[src/rtl/divider.sv]
// rtl/divider.sv - iterative radix-2 restoring divider (one quotient bit per cycle)
// Define DIVIDER_SIGNED_EN for two's-complement operands; default build is unsigned.
module divider #(
    parameter int WIDTH = 32
) (
    input  logic             clk,
    input  logic             reset,
    input  logic             en,
    input  logic [WIDTH-1:0] op1,
    input  logic [WIDTH-1:0] op2,
    output logic [WIDTH-1:0] quot,
    output logic [WIDTH-1:0] rem,
    output logic             val,
    output logic             busy,
    output logic             div_zero,
    output logic             overflow
);

    localparam int CW = $clog2(WIDTH + 1);

    typedef enum logic [0:0] {
        IDLE = 1'b0,
        CALC = 1'b1
    } state_t;

    state_t           state_q, state_d;
    logic [CW-1:0]    cnt_q, cnt_d;
    logic [WIDTH-1:0] q_q, q_d;
    logic [WIDTH-1:0] r_q, r_d;
    logic [WIDTH-1:0] dvs_q, dvs_d;
    logic [WIDTH-1:0] quot_q, quot_d;
    logic [WIDTH-1:0] rem_q, rem_d;
    logic             val_q, val_d;
    logic             busy_q, busy_d;
    logic             div_zero_q, div_zero_d;

    logic [WIDTH:0]   r_ext;
    logic [WIDTH:0]   diff;
    logic [WIDTH-1:0] nxt_r;
    logic [WIDTH-1:0] nxt_q;
    logic [WIDTH-1:0] mag1;
    logic [WIDTH-1:0] mag2;
    logic [WIDTH-1:0] fin_q;
    logic [WIDTH-1:0] fin_r;

`ifdef DIVIDER_SIGNED_EN
    localparam logic [WIDTH-1:0] MIN_VAL = {1'b1, {(WIDTH-1){1'b0}}};

    logic overflow_q, overflow_d;
    logic sign_q_q, sign_q_d;
    logic sign_r_q, sign_r_d;
    logic ovf_case;

    assign mag1     = op1[WIDTH-1] ? -op1 : op1;
    assign mag2     = op2[WIDTH-1] ? -op2 : op2;
    assign ovf_case = (op1 == MIN_VAL) && (op2 == '1);
    assign fin_q    = sign_q_q ? -nxt_q : nxt_q;
    assign fin_r    = sign_r_q ? -nxt_r : nxt_r;
    assign overflow = overflow_q;
`else
    assign mag1     = op1;
    assign mag2     = op2;
    assign fin_q    = nxt_q;
    assign fin_r    = nxt_r;
    assign overflow = 1'b0;
`endif

    // One restoring step: trial-subtract the divisor from the shifted partial remainder.
    assign r_ext = {r_q, q_q[WIDTH-1]};
    assign diff  = r_ext - {1'b0, dvs_q};
    assign nxt_r = diff[WIDTH] ? r_ext[WIDTH-1:0] : diff[WIDTH-1:0];
    assign nxt_q = {q_q[WIDTH-2:0], ~diff[WIDTH]};

    always_comb begin
        state_d    = state_q;
        cnt_d      = cnt_q;
        q_d        = q_q;
        r_d        = r_q;
        dvs_d      = dvs_q;
        quot_d     = quot_q;
        rem_d      = rem_q;
        val_d      = val_q;
        busy_d     = busy_q;
        div_zero_d = div_zero_q;
`ifdef DIVIDER_SIGNED_EN
        overflow_d = overflow_q;
        sign_q_d   = sign_q_q;
        sign_r_d   = sign_r_q;
`endif
        unique case (state_q)
            IDLE: begin
                if (en) begin
                    q_d        = mag1;
                    dvs_d      = mag2;
                    r_d        = '0;
                    cnt_d      = CW'(WIDTH);
                    val_d      = 1'b0;
                    div_zero_d = 1'b0;
`ifdef DIVIDER_SIGNED_EN
                    overflow_d = 1'b0;
                    sign_q_d   = op1[WIDTH-1] ^ op2[WIDTH-1];
                    sign_r_d   = op1[WIDTH-1];
`endif
                    if (op2 == '0) begin
                        quot_d     = '1;
                        rem_d      = op1;
                        div_zero_d = 1'b1;
                        val_d      = 1'b1;
`ifdef DIVIDER_SIGNED_EN
                    end else if (ovf_case) begin
                        quot_d     = MIN_VAL;
                        rem_d      = '0;
                        overflow_d = 1'b1;
                        val_d      = 1'b1;
`endif
                    end else begin
                        busy_d  = 1'b1;
                        state_d = CALC;
                    end
                end
            end
            CALC: begin
                q_d   = nxt_q;
                r_d   = nxt_r;
                cnt_d = cnt_q - CW'(1);
                if (cnt_q == CW'(1)) begin
                    quot_d  = fin_q;
                    rem_d   = fin_r;
                    val_d   = 1'b1;
                    busy_d  = 1'b0;
                    state_d = IDLE;
                end
            end
            default: state_d = IDLE;
        endcase
    end

    always_ff @(posedge clk) begin
        if (reset) begin
            state_q    <= IDLE;
            cnt_q      <= '0;
            q_q        <= '0;
            r_q        <= '0;
            dvs_q      <= '0;
            quot_q     <= '0;
            rem_q      <= '0;
            val_q      <= 1'b0;
            busy_q     <= 1'b0;
            div_zero_q <= 1'b0;
`ifdef DIVIDER_SIGNED_EN
            overflow_q <= 1'b0;
            sign_q_q   <= 1'b0;
            sign_r_q   <= 1'b0;
`endif
        end else begin
            state_q    <= state_d;
            cnt_q      <= cnt_d;
            q_q        <= q_d;
            r_q        <= r_d;
            dvs_q      <= dvs_d;
            quot_q     <= quot_d;
            rem_q      <= rem_d;
            val_q      <= val_d;
            busy_q     <= busy_d;
            div_zero_q <= div_zero_d;
`ifdef DIVIDER_SIGNED_EN
            overflow_q <= overflow_d;
            sign_q_q   <= sign_q_d;
            sign_r_q   <= sign_r_d;
`endif
        end
    end

    assign quot     = quot_q;
    assign rem      = rem_q;
    assign val      = val_q;
    assign busy     = busy_q;
    assign div_zero = div_zero_q;

endmodule
[config.mk]
export PLATFORM = sky130hd
export DESIGN_NAME = divider
export DESIGN_NICKNAME = d
export VERILOG_FILES = /design/src/rtl/divider.sv
export SDC_FILE = /design/constraint.sdc
export NUM_CORES = 1
export LEC_CHECK = 0
export BUFFER_PORTS_ARGS = -buffer_cell sky130_fd_sc_hd__buf_2
export CELL_PAD_IN_SITES_DETAIL_PLACEMENT = 1
export CELL_PAD_IN_SITES_GLOBAL_PLACEMENT = 1
export CORE_MARGIN = 5
export CORE_UTILIZATION = 39
export DETAILED_ROUTE_END_ITERATION = 8
export PLACE_DENSITY = 0.74
export REMOVE_ABC_BUFFERS = 1
export SETUP_SLACK_MARGIN = 0.5
export SYNTH_ARGS = -nofsm -noshare
export SYNTH_HDL_FRONTEND = slang
export SYNTH_SLANG_ARGS = --single-unit
export TNS_END_PERCENT = 30
[constraint.sdc]
create_clock -name clk -period 2.95 [get_ports clk]
set_input_delay 0.4425 -clock clk [delete_from_list [all_inputs] [get_ports clk]]
set_output_delay 0.4425 -clock clk [all_outputs]
set_load 0.01 [all_outputs]
; ---- After elaboration in Yosys (flattened, before gate mapping)
; Index checks and enable logic that the tools add are counted.
[word_totals]
regBits = 170
inputBits = 67
output_inout_bits = 68
word_cells = 51
[op_classes]
addsub = 2
n_eq_ne = 5
muxes = 27
bitwise = 2
reduce_logical = 5
[op_table]
columns = cell, n
row1 = 2-to-1 mux 32 bit, 9
row2 = one-hot mux 32 bit (2 select lines), 4
row3 = subtractor 33 x 32 -> 33 bit, 1
row4 = logical NOT 32 bit, 1
row5 = one-hot mux 6 bit (2 select lines), 1
row6 = 2-to-1 mux 1 bit, 9
row7 = == test 6 x 1 -> 1 bit (second input constant), 1
row8 = 2-to-1 mux 6 bit, 1
row9 = != test 2 bit (second input constant), 3
row10 = one-hot mux 1 bit (2 select lines), 3
row11 = AND reduction 3 bit, 2
row12 = subtractor 6 x 1 -> 6 bit (second input constant), 1
row13 = AND reduction 2 bit, 2
row14 = != test 2 x 1 -> 1 bit (second input constant), 1
row15 = inverter 1 bit, 2

; ---- Longest topological paths before layout
; Gate-level depths: netlist (run 1).
[depth]
ltp_word = 4
mapped_depth = 13
ltp_nobuf = 12

; ---- Least setup slack after synthesis (run 1)
; No wires, ideal clock.
[synth_timing]
kind = register to register
from = reg q_q[31]
to = reg rem_q[27] (netlist: rem[27])
setup_ps = 139
t_arrival_ps = 2714
required_ps = 2811
path_slack_ps = 97
stages_incl_launch_ff = 14
path_buffers = 1
synth_period_minus_slack_ps = 2853
path_cell_list = dfxtp_1 -> inv_1 -> ha_1 -> fa_1 -> nand2b_1 -> a21oi_1 -> o21ai_1 -> a21oi_1 -> o31a_4 -> mux2_4 -> nand2_4 -> buf_12 -> mux2i_2 -> a211oi_2
[synth_between]
elab_chain_len = 4
[synth_lines]
columns = item, line
row1 = "start, declared", 28  ; logic [WIDTH-1:0] q_q, q_d;
row2 = "start signal, assigned", 158  ; q_q <= q_d;
row3 = subtractor 33 x 32 -> 33 bit, 70  ; assign diff = r_ext - {1'b0, dvs_q};
row4 = 2-to-1 mux 32 bit, 71  ; assign nxt_r = diff[WIDTH] ? r_ext[WIDTH-1:0] : diff[WIDTH-1:0];
row5 = 2-to-1 mux 32 bit, 126  ; if (cnt_q == CW'(1)) begin
row6 = one-hot mux 32 bit (2 select lines), 90  ; unique case (state_q)
row7 = "end signal, assigned", 162  ; rem_q <= rem_d;
row8 = "end, declared", 32  ; logic [WIDTH-1:0] rem_q, rem_d;
; Every way passes these cells. The select of a mux whose other input is x is not followed.
; A chain may end at the register's enable or synchronous reset.

; ---- Worst setup path after layout (run 1)
[layout_timing]
from = reg dvs_q[16]
to = reg r_q[7]
[layout_between]
elab_chain_len = 3
[layout_lines]
columns = item, line
row1 = "start, declared", 30  ; logic [WIDTH-1:0] dvs_q, dvs_d;
row2 = "start signal, assigned", 160  ; dvs_q <= dvs_d;
row3 = subtractor 33 x 32 -> 33 bit, 70
row4 = 2-to-1 mux 32 bit, 71
row5 = one-hot mux 32 bit (2 select lines), 90
row6 = "end signal, assigned", 159  ; r_q <= r_d;
row7 = "end, declared", 29  ; logic [WIDTH-1:0] r_q, r_d;
; Every way passes these cells.

==> results of run 1 <==
==> per-layer routing <==
metal / vias up / GRT usage (%)
met5: - / 0
li1: 4189 / -
met3: 49 / 3.52
met1: 4374 / 32.9
met4: 0 / 7.68
met2: 248 / 38.5
==> final cells by class <==
| cell class | instances | share of cell area (%) |
|---|---|---|
| tap | 285 | 3.06 |
| sequential | 170 | 29.3 |
| multi-input combinational | 785 | 48.7 |
| timing repair buffer | 224 | 12.5 |
| clock inverter | 14 | 1.29 |
| inverter | 43 | 1.38 |
| clock buffer | 18 | 3.76 |
==> registers in the layout, indices dropped and copies added, names as in the netlist <==
signal,cells
dvs_q,32
q_q,32
quot,32
r_q,32
rem,32
cnt_q,6
busy,1
div_zero,1
state_q,1
val,1
==> repair_timing <==
item	CTS	global route
pin swaps	28	32
gates resized for setup	63	61
buffers inserted	9	6
hold buffers	0	0
gates cloned	1	0
setup endpoints to repair	66	86
==> Yosys cell counts, types with 3 or more instances <==
cell type                    n
sky130_fd_sc_hd__a21oi_1    95
sky130_fd_sc_hd__dfxtp_1   170
sky130_fd_sc_hd__buf_1      11
sky130_fd_sc_hd__a211oi_2   17
sky130_fd_sc_hd__a211oi_1   74
sky130_fd_sc_hd__nor3_1     14
sky130_fd_sc_hd__buf_2       6
sky130_fd_sc_hd__xnor2_1    18
sky130_fd_sc_hd__o211ai_1    4
sky130_fd_sc_hd__nand2b_1   12
sky130_fd_sc_hd__o21ai_1    19
sky130_fd_sc_hd__nand3_1    11
sky130_fd_sc_hd__and4_1      8
sky130_fd_sc_hd__xor2_1      8
sky130_fd_sc_hd__o21a_1      4
sky130_fd_sc_hd__o21ai_0    37
sky130_fd_sc_hd__inv_1      42
sky130_fd_sc_hd__nand2_1   128
sky130_fd_sc_hd__and3_1      3
sky130_fd_sc_hd__a21o_1     12
sky130_fd_sc_hd__clkbuf_1   50
sky130_fd_sc_hd__o41ai_2     3
sky130_fd_sc_hd__ha_1       34
sky130_fd_sc_hd__nand4_1     7
sky130_fd_sc_hd__o31ai_1     4
sky130_fd_sc_hd__mux2i_1    46
sky130_fd_sc_hd__buf_4       3
sky130_fd_sc_hd__buf_6       3
sky130_fd_sc_hd__a221oi_1    3
sky130_fd_sc_hd__a311oi_1    3
sky130_fd_sc_hd__o22ai_1     3
sky130_fd_sc_hd__nor2_1    115
sky130_fd_sc_hd__nor4_1     11
sky130_fd_sc_hd__a21oi_2     7
sky130_fd_sc_hd__a31oi_1    22
sky130_fd_sc_hd__or3_1       8
sky130_fd_sc_hd__nor2b_1     4
==> kinds of logic (layout without fill, tap and decap cells) <==
family / after synthesis / in the layout
AOI/OAI and AO/OA: 339 / 339
xor gates and xnor gates: 26 / 26
adders and majority gates: 35 / 35
buffers and inverters: 118 / 299
DFF: 170 / 170
muxes: 50 / 50
other: 1 / 1
and+or+nand+nor: 334 / 334
==> worst reg2reg max path: cells and delay by family (launching register included) <==
family | cells | cell delay (ns)
and+or+nand+nor | 4 | 0.67
muxes | 2 | 0.65
AOI/OAI and AO/OA | 3 | 0.51
adders and majority gates | 1 | 0.39
DFF | 1 | 0.34
buffers and inverters | 2 | 0.22
==> worst paths after layout <==
path                                from                      to  slack (ns)  cells past startpoint
hold reg to reg   dvs_q[22]$_SDFFE_PP0P_  dvs_q[22]$_SDFFE_PP0P_        0.45                      2
setup / recovery  dvs_q[16]$_SDFFE_PP0P_     r_q[7]$_SDFFE_PP0P_       -0.01                     12
setup reg to reg  dvs_q[16]$_SDFFE_PP0P_     r_q[7]$_SDFFE_PP0P_       -0.01                     12
hold / removal                   op2[25]  dvs_q[25]$_SDFFE_PP0P_        0.25                      3
==> where the power goes <==
group	total, uW	leakage (uW)	switching, uW	internal, uW
Sequential	2900	0.00139	330	2570
Combinational	11800	0.00310	6510	5340
Clock	2260	0.000284	1110	1150
==> stage by stage <==
stage          power (uW)  TNS (ns)  hold slack (ns)  instance area [sq um]  setup slack [ns]
3_5_place_dp        11200     -2.06            0.448                  10300           -0.0926
3_3_place_gp        11100    -0.459            0.444                  10300           -0.0539
2_1_floorplan        8180   -247.10            0.430                   8600             -3.18
5_1_grt             17700    -0.375            0.246                  11700           -0.0633
6_report            17000   -0.0272            0.248                  11700           -0.0149
4_1_cts             15200         0            0.233                  11300            0.0724
==> impl_metrics.tcl, run 1 <==
set metrics [dict create \
    grt_pass1_wl_um 50200 \
    timing.critical_path.fanout_max 8 \
    hold_class "in -> reg" \
    avgSynthCellArea_sq_um 8.33 \
    drtAntennaViolNets 0 \
    synth-xor-area-share_pct 2.55 \
    postSynth.topFlopCell "sky130_fd_sc_hd__dfxtp_1" \
    yosysWarningCount 0 \
    route.met2.wl_um 16100 \
    synth_top_area_share_pct 38.1 \
    adder_cell_fraction_of_synth_area_pct 4.98 \
    clock_slew_seen_by_the_registers_of_the_worst_setup_and_hold_paths_ns 0.07 \
    die_area_sq_um 26100 \
    fill_cells 2653 \
    worst_slew_pin_slew_ns 0.735 \
    cts_tree "yes" \
    routed.top_layer "met4" \
    cp_startpoint_kind "register" \
    layout_min_cycle_time_ns 2.96 \
    final_cell_mix "sky130_fd_sc_hd__dfxtp_1 (156), sky130_fd_sc_hd__buf_2 (132), sky130_fd_sc_hd__nand2_1 (127)" \
    place_hpwl_um 22200 \
    sequential_cell_area_sq_um 3420 \
    global_route.overflow_total 0 \
    criticalPathCategory "reg -> reg" \
    cts.sinks 170 \
    core_area_sq_um 22600 \
    ports_placed_on_the_boundary 135 \
    most_frequent_cell_on_the_critical_path "sky130_fd_sc_hd__nand2_1" \
    fin_util_pct 51.5 \
    port-buffer-count 133 \
    h-tree-depth 4 \
    crit_path_top_delay_cell "sky130_fd_sc_hd__ha_1" \
    diode_count 0 \
    clk_path_buf_depth 2 \
    postSynth.asyncResetShare_pct 0 \
    wp_data_required_ns 3.22 \
    num-nets-final 1343 \
    rows 55 \
    cts_made_buffers 17 \
    synth.area.top_cells "sky130_fd_sc_hd__dfxtp_1 (38%), sky130_fd_sc_hd__a211oi_1 (6.2%), sky130_fd_sc_hd__nand2_1 (5.4%)" \
    post_synth_and_or_nand_nor_area_fraction_pct 16.7 \
    share_of_post_route_cells_with_drive_strength_above_1_pct 31.4 \
    max_stage_delay_ns 0.39 \
    post_synth_mux_area_share_pct 5.75 \
    antenna_found_initial 0 \
    die_x_um 161 \
    numPlacedInstances 1491 \
    clk_latency_ns 0.44 \
    arrival_ns 3.24 \
    final_common_cell "sky130_fd_sc_hd__dfxtp_1" \
    cp_cell_sequence "inv_1, ha_1, nand2_1, nor3_2, nand2_1, a21oi_2, o31a_4, mux2_4, nand2_8, buf_12, mux2i_2, o21ai_0" \
    route.final.wire_length_um 33600 \
    max_clock_freq_mhz 337 \
    grt_max_degree 97 \
    total_leakage_power_uw 0.00477 \
    postSynthCellCount 1073 \
    timing.critical_path.max_delay_family "simple AND/OR/NAND/NOR gates" \
    slew-limit-headroom_pct 50.9 \
    syn_to_final_growth_pct 30.5 \
    dominant_combinational_cell_family_by_area_after_synthesis "compound AO/OA/AOI/OAI gates" \
    final_critical_path_setup_slack_ns -0.0149 \
    pwr_density_cell_nw_per_um2 1460 \
    drt-pass1-iter-count 5 \
    violations_in_the_final_reports "negative setup slack" \
    synth-seq-area-share_pct 38.1 \
    synth-edff-count 0 \
    chipHeight_um 161 \
    setup_viol 2 \
    post_synth_num_cell_types 81 \
    grt_setup_unrepaired "true" \
    slew_violations 0 \
    met1Wirelength_um 15300 \
    vias_per_cell 5.76 \
    min_period_over_period_pct 101 \
    cp.buffers_inverters 2 \
    route.vias.total 8860 \
    grt_pass1_vias 9102 \
    synth_compound_gate_area_share_pct 26.3 \
    max-vdd-ir-drop_mv 1.26 \
    ctsRootBufferMaster "sky130_fd_sc_hd__clkbuf_16" \
    critical_path.endpoint_type "register" \
    gpl.final_weighted_congestion 0.910 \
    overall_track_demand_over_capacity_in_global_routing_pct 23.9 \
    instances_no_fill 1539 \
    drc_errors 0 \
    library_cell_occupying_the_most_area_in_the_post_synthesis_netlist "sky130_fd_sc_hd__dfxtp_1" \
    hold_viol_final 0 \
    detail_route.wl_per_cell_um 21.8 \
    finalClockSkew_ns 0.0115 \
    synth.cell_area_sq_um 8940 \
    floorplan.initialDensity_pct 39.5 \
    postSynthRegisterBits 170 \
    multi_input_logic_area_sq_um 5680 \
    max-cap-violations 0 \
    initialDrtViolationCount 627 \
    status "finished, violations left" \
    wl_met3_um 1430 \
]
No activity file was read; power rests on OpenSTA's default activity.
==> run 2: changes to the inputs <==
==> constraint.sdc (replaced) <==
create_clock -name clk -period 2.45 [get_ports clk]
set_input_delay 0.3675 -clock clk [delete_from_list [all_inputs] [get_ports clk]]
set_output_delay 0.3675 -clock clk [all_outputs]
set_load 0.01 [all_outputs]
==> impl_metrics.tcl, run 2 (same netlist as run 1, synthesis figures left out) <==
set metrics [dict create \
    max-cap-violations 0 \
    hold_buffers 0 \
    startpoint "dvs_q[14]$_SDFFE_PP0P_" \
    fill_cells 2628 \
    worst-path-stages 12 \
    grt_pass1_wl_um 53400 \
    final_cell_area_sq_um 12900 \
    drt-pass1-iter-count 5 \
    max_clock_freq_mhz 334 \
    sequential_cell_area_sq_um 3420 \
    cts_tree "yes" \
    vias_per_cell 5.95 \
    diode_count 0 \
    arrival_ns 3.34 \
    clock_slew_seen_by_the_registers_of_the_worst_setup_and_hold_paths_ns 0.07 \
    pwr_density_cell_nw_per_um2 1840 \
    status "finished, violations left" \
    setup_viol 66 \
    violations_in_the_final_reports "negative setup slack" \
    final_cell_mix "sky130_fd_sc_hd__buf_4 (165), sky130_fd_sc_hd__dfxtp_1 (153), sky130_fd_sc_hd__buf_2 (131)" \
    cp.buffers_inverters 2 \
    detail_route.wl_per_cell_um 23.5 \
    place_hpwl_um 23300 \
    total_leakage_power_uw 0.00543 \
    min_period_over_period_pct 122 \
    timing.critical_path.max_delay_family "simple AND/OR/NAND/NOR gates" \
    hold_ws_ns 0.167 \
    core_area_sq_um 22600 \
    die_x_um 161 \
    ctsRootBufferMaster "sky130_fd_sc_hd__clkbuf_16" \
    critical_path.endpoint_type "register" \
    crit_path_top_delay_cell "sky130_fd_sc_hd__ha_1" \
    cts_made_buffers 17 \
    initialDrtViolationCount 712 \
    grt_setup_unrepaired "true" \
    route.final.wire_length_um 38400 \
    cp_startpoint_kind "register" \
    hold_class "in -> reg" \
    criticalPathCategory "reg -> reg" \
    timing.critical_path.fanout_max 7 \
    chipHeight_um 161 \
    clk_path_buf_depth 2 \
    die_area_sq_um 26100 \
    cp_cell_sequence "inv_1, ha_1, nand2_1, nor2_2, nand2_1, a21oi_4, o31a_4, mux2_4, nand2_8, buf_12, nand3_2, a311oi_2" \
    worst_slew_pin_slew_ns 0.949 \
    share_of_post_route_cells_with_drive_strength_above_1_pct 40.5 \
    critical_path.endpoint "rem[10]$_SDFFE_PP0P_" \
    fin_util_pct 56.8 \
    grt_pass1_vias 9658 \
    final_common_cell "sky130_fd_sc_hd__buf_4" \
    h-tree-depth 4 \
    antenna_found_initial 0 \
    wp_data_required_ns 2.79 \
    clk_latency_ns 0.44 \
    cts.sinks 170 \
    ports_placed_on_the_boundary 135 \
    floorplan.initialDensity_pct 39.5 \
    slew-limit-headroom_pct 36.7 \
    worst_setup_timing_slack_at_the_placement_stage_ns -0.733 \
    gpl.final_weighted_congestion 0.910 \
    grt_max_degree 93 \
    route.vias.total 9729 \
    syn_to_final_growth_pct 43.9 \
    overall_track_demand_over_capacity_in_global_routing_pct 25.6 \
    rows 55 \
    global_route.overflow_total 0 \
    drtAntennaViolNets 0 \
    final_critical_path_setup_slack_ns -0.547 \
    hold_depth 3 \
    num-nets-final 1439 \
    hold_viol_final 0 \
    startpoint_of_the_most_critical_register_to_register_path "dvs_q[14]$_SDFFE_PP0P_" \
    drc_errors 0 \
    worst-r2r-cell-count 12 \
    max-vdd-ir-drop_mv 1.11 \
    finalClockSkew_ns 0.00802 \
    r2r_slack_ns -0.55 \
    slew_violations 0 \
    port-buffer-count 133 \
    worstReg2RegEnd "rem[10]$_SDFFE_PP0P_" \
    most_frequent_cell_on_the_critical_path "sky130_fd_sc_hd__nand2_1" \
    totalNegativeSetupSlack_ns -28.40 \
    layout_min_cycle_time_ns 3.00 \
    max_stage_delay_ns 0.38 \
    placement.cell_area_sq_um 11000 \
    multi_input_logic_area_sq_um 6040 \
]
run 2: cell types whose count changed in the layout (fill, tap and decap cells not counted), moves of 6 or more:
cell	before	now
sky130_fd_sc_hd__buf_6	2	14
sky130_fd_sc_hd__o21ai_0	33	19
sky130_fd_sc_hd__o21ai_1	19	26
sky130_fd_sc_hd__ha_1	17	23
sky130_fd_sc_hd__nor2_4	0	20
sky130_fd_sc_hd__o21ai_2	5	11
sky130_fd_sc_hd__a31oi_2	0	6
sky130_fd_sc_hd__a21oi_1	84	78
sky130_fd_sc_hd__buf_4	83	165
sky130_fd_sc_hd__nor2_1	112	86
sky130_fd_sc_hd__nor2_2	4	10
run 2: area by class of cell:
class | count | share of cell area, %
Clock inverter | 13 | 1.45
Clock buffer | 18 | 3.34
Inverter | 43 | 1.25
Tap cell | 285 | 2.77
Multi-Input combinational cell | 785 | 46.9
Sequential cell | 170 | 26.6
Timing Repair Buffer | 320 | 17.6
run 2: how the worst min path moves through the flow:
stage | end | startpoint
5_1_grt | dvs_q[10]$_SDFFE_PP0P_ | op2[10]
3_3_place_gp | val$_SDFFE_PP0P_ | val$_SDFFE_PP0P_
6_report | dvs_q[30]$_SDFFE_PP0P_ | op2[30]
4_1_cts | dvs_q[30]$_SDFFE_PP0P_ | op2[30]
3_5_place_dp | dvs_q[5]$_SDFFE_PP0P_ | dvs_q[5]$_SDFFE_PP0P_
2_1_floorplan | dvs_q[10]$_SDFFE_PP0P_ | dvs_q[10]$_SDFFE_PP0P_
run 2: worst min-delay path, delay by kind of cell:
family	cells	cell delay, ns
simple gates	1	0.05
buf+inv	1	0.09
compound gates	1	0.05
run 2: where the power goes:
group          total (uW)  internal (uW)  switching [uW]
registers            3480           3100             385
clock network        2920           1630            1290
logic               17200           8030            9210
total               23600          12800           10900
run 2: repair_timing:
| action | CTS | global route |
|---|---|---|
| pin swaps | 69 | 38 |
| gates resized for setup | 141 | 99 |
| buffers inserted | 9 | 5 |
| gates cloned | 1 | 1 |
| setup endpoints to repair | 99 | 112 |
run 2: layer usage:
| layer | track usage, % | part of all wire (%) |
|---|---|---|
| met1 | 32.7 | 41 |
| met5 | 0 | 0 |
| met4 | 10.2 | 4.1 |
| met2 | 42.9 | 48 |
| met3 | 4.54 | 6.6 |
run 2: through the flow:
step	power, uW	cells
after floorplan	9850	998
after global placement	14300	1587
after detailed placement	14700	1587
after CTS	20400	1628
after global routing	24400	1634
final	23600	1634
==> run 3: changes to the inputs <==
--- a/config.mk
+++ b/config.mk
@@ -9,11 +9,10 @@
 export CELL_PAD_IN_SITES_DETAIL_PLACEMENT = 1
 export CELL_PAD_IN_SITES_GLOBAL_PLACEMENT = 1
 export CORE_MARGIN = 5
-export CORE_UTILIZATION = 39
+export CORE_UTILIZATION = 43
 export DETAILED_ROUTE_END_ITERATION = 8
-export PLACE_DENSITY = 0.74
+export PLACE_DENSITY = 0.77
 export REMOVE_ABC_BUFFERS = 1
-export SETUP_SLACK_MARGIN = 0.5
 export SYNTH_ARGS = -nofsm -noshare
 export SYNTH_HDL_FRONTEND = slang
 export SYNTH_SLANG_ARGS = --single-unit
==> constraint.sdc (replaced) <==
create_clock -name clk -period 2.9 [get_ports clk]
set_input_delay 0.435 -clock clk [delete_from_list [all_inputs] [get_ports clk]]
set_output_delay 0.435 -clock clk [all_outputs]
set_load 0.01 [all_outputs]
==> impl_metrics.tcl, run 3 (same netlist as run 1, synthesis figures left out) <==
set metrics [dict create \
    diode_count 0 \
    floorplan.initialDensity_pct 43.9 \
    die_x_um 154 \
    clk_latency_ns 0.45 \
    arrival_ns 3.34 \
    core_area_sq_um 20400 \
    pwr_density_cell_nw_per_um2 1430 \
    max_clock_freq_mhz 333 \
    detail_route.wl_per_cell_um 20.7 \
    gpl.final_weighted_congestion 0.887 \
    final_common_cell "sky130_fd_sc_hd__dfxtp_1" \
    chipHeight_um 154 \
    cts_tree "yes" \
    die_area_sq_um 23800 \
    rows 52 \
    max-cap-violations 0 \
    layout_min_cycle_time_ns 3.00 \
    overall_track_demand_over_capacity_in_global_routing_pct 24.5 \
    drc_errors 0 \
    numPlacedInstances 1477 \
    initialDrtViolationCount 566 \
    num-nets-final 1336 \
    grt_pass1_wl_um 47300 \
    syn_to_final_growth_pct 27.6 \
    cts.sinks 170 \
    worst_slew_pin_slew_ns 1.07 \
    hold_class "in -> reg" \
    final_cell_mix "sky130_fd_sc_hd__dfxtp_1 (160), sky130_fd_sc_hd__buf_2 (132), sky130_fd_sc_hd__nand2_1 (128)" \
    finalPower_uw 16300 \
    min_period_over_period_pct 104 \
    setup_viol 27 \
    hold_viol_final 0 \
    wp_data_required_ns 3.23 \
    total_leakage_power_uw 0.00470 \
    drt-pass1-iter-count 5 \
    critical_path.endpoint_type "register" \
    vias_per_cell 5.78 \
    port-buffer-count 133 \
    r2r_slack_ns -0.10 \
    instances_no_fill 1517 \
    internal-power_uw 8800 \
    final_critical_path_setup_slack_ns -0.105 \
    clk_path_buf_depth 2 \
    slew-limit-headroom_pct 28.6 \
    timing.critical_path.fanout_max 8 \
    power.sequential.fraction_pct 18.0 \
    route.vias.total 8774 \
    hold_buffers 0 \
    status "finished, violations left" \
    ctsRootBufferMaster "sky130_fd_sc_hd__clkbuf_16" \
    part_of_the_power_in_the_clock_network_pct 14.2 \
    fill_cells 2445 \
    power.switching_uw 7480 \
    clock_slew_seen_by_the_registers_of_the_worst_setup_and_hold_paths_ns 0.07 \
    cts_made_buffers 17 \
    fin_util_pct 56.0 \
    cp_startpoint_kind "register" \
    slew_violations 0 \
    grt_pass1_vias 8592 \
    place_hpwl_um 21900 \
    totalNegativeSetupSlack_ns -0.707 \
    criticalPathCategory "reg -> reg" \
    global_route.overflow_total 0 \
    grt_setup_unrepaired "true" \
    finalClockSkew_ns 0.0226 \
    grt_max_degree 95 \
    swShare_pct 46.0 \
    violations_in_the_final_reports "negative setup slack" \
    route.final.wire_length_um 31400 \
    ports_placed_on_the_boundary 135 \
    max-vdd-ir-drop_mv 0.936 \
    share_of_post_route_cells_with_drive_strength_above_1_pct 29.6 \
    h-tree-depth 4 \
    drtAntennaViolNets 0 \
    power_frac_comb_pct 67.8 \
    antenna_found_initial 0 \
]
==> run 3: power groups by stage <==
stage	clock network (uW)	registers [uW]	logic, uW
global placement	0	2900	8530
finish	2310	2930	11000
CTS	2340	2870	9350
global route	2450	2950	11600
floorplan	0	2830	5490
detailed placement	0	2910	8710
==> run 3: layout make-up <==
cell class,count,area (sq um),area share (%)
flip-flops and latches,170,3420,30.0
well taps,270,338,2.96
repair buffers,217,1400,12.3
inverters,43,161,1.42
multi-input cells,785,5500,48.2
clock buffers,18,439,3.85
clock inverters,14,149,1.31
==> run 3: worst paths after layout <==
check	start	end	depth (start not counted)
max	dvs_q[23]$_SDFFE_PP0P_	rem[10]$_SDFFE_PP0P_	14
min	op2[25]	dvs_q[25]$_SDFFE_PP0P_	3
max reg2reg	dvs_q[23]$_SDFFE_PP0P_	rem[10]$_SDFFE_PP0P_	14
min reg2reg	dvs_q[16]$_SDFFE_PP0P_	dvs_q[16]$_SDFFE_PP0P_	2
==> run 3: layer usage <==
layer  track usage [%]  vias up  wire, um
met5                 0        -         0
met3              3.58       41      1520
met4              5.13        0       535
li1                  -     4187         -
met1              35.5     4284     14800
met2              39.0      262     14600
==> run 3: timing repair <==
item,4_1_cts,5_1_grt
gates cloned,0,2
pin swaps,9,16
endpoints found under the hold margin,0,0
resized for setup,26,71
buffers inserted,1,5
setup endpoints to repair,65,61
==> run 3: worst max-delay path, stage by stage, from the launching register on <==
cell                       delay, ns
sky130_fd_sc_hd__dfxtp_1        0.33
sky130_fd_sc_hd__inv_1          0.07
sky130_fd_sc_hd__ha_4           0.29
sky130_fd_sc_hd__nand4_1        0.16
sky130_fd_sc_hd__nor3_1         0.28
sky130_fd_sc_hd__buf_4          0.17
sky130_fd_sc_hd__nand2_1        0.07
sky130_fd_sc_hd__a21oi_2        0.13
sky130_fd_sc_hd__buf_4          0.14
sky130_fd_sc_hd__o31a_4         0.13
sky130_fd_sc_hd__mux2_4         0.37
sky130_fd_sc_hd__nand2_8        0.13
sky130_fd_sc_hd__buf_12         0.17
sky130_fd_sc_hd__nand3_1        0.14
sky130_fd_sc_hd__a311oi_1       0.31
==> run 3: through the flow <==
stage / hold WS [ns] / area, sq um / setup WS (ns)
2_1_floorplan: 0.430 / 8600 / -3.23
3_3_place_gp: 0.441 / 10200 / -0.107
3_5_place_dp: 0.449 / 10200 / -0.228
4_1_cts: 0.233 / 11000 / -0.00838
5_1_grt: 0.241 / 11400 / -0.154
6_report: 0.233 / 11400 / -0.105
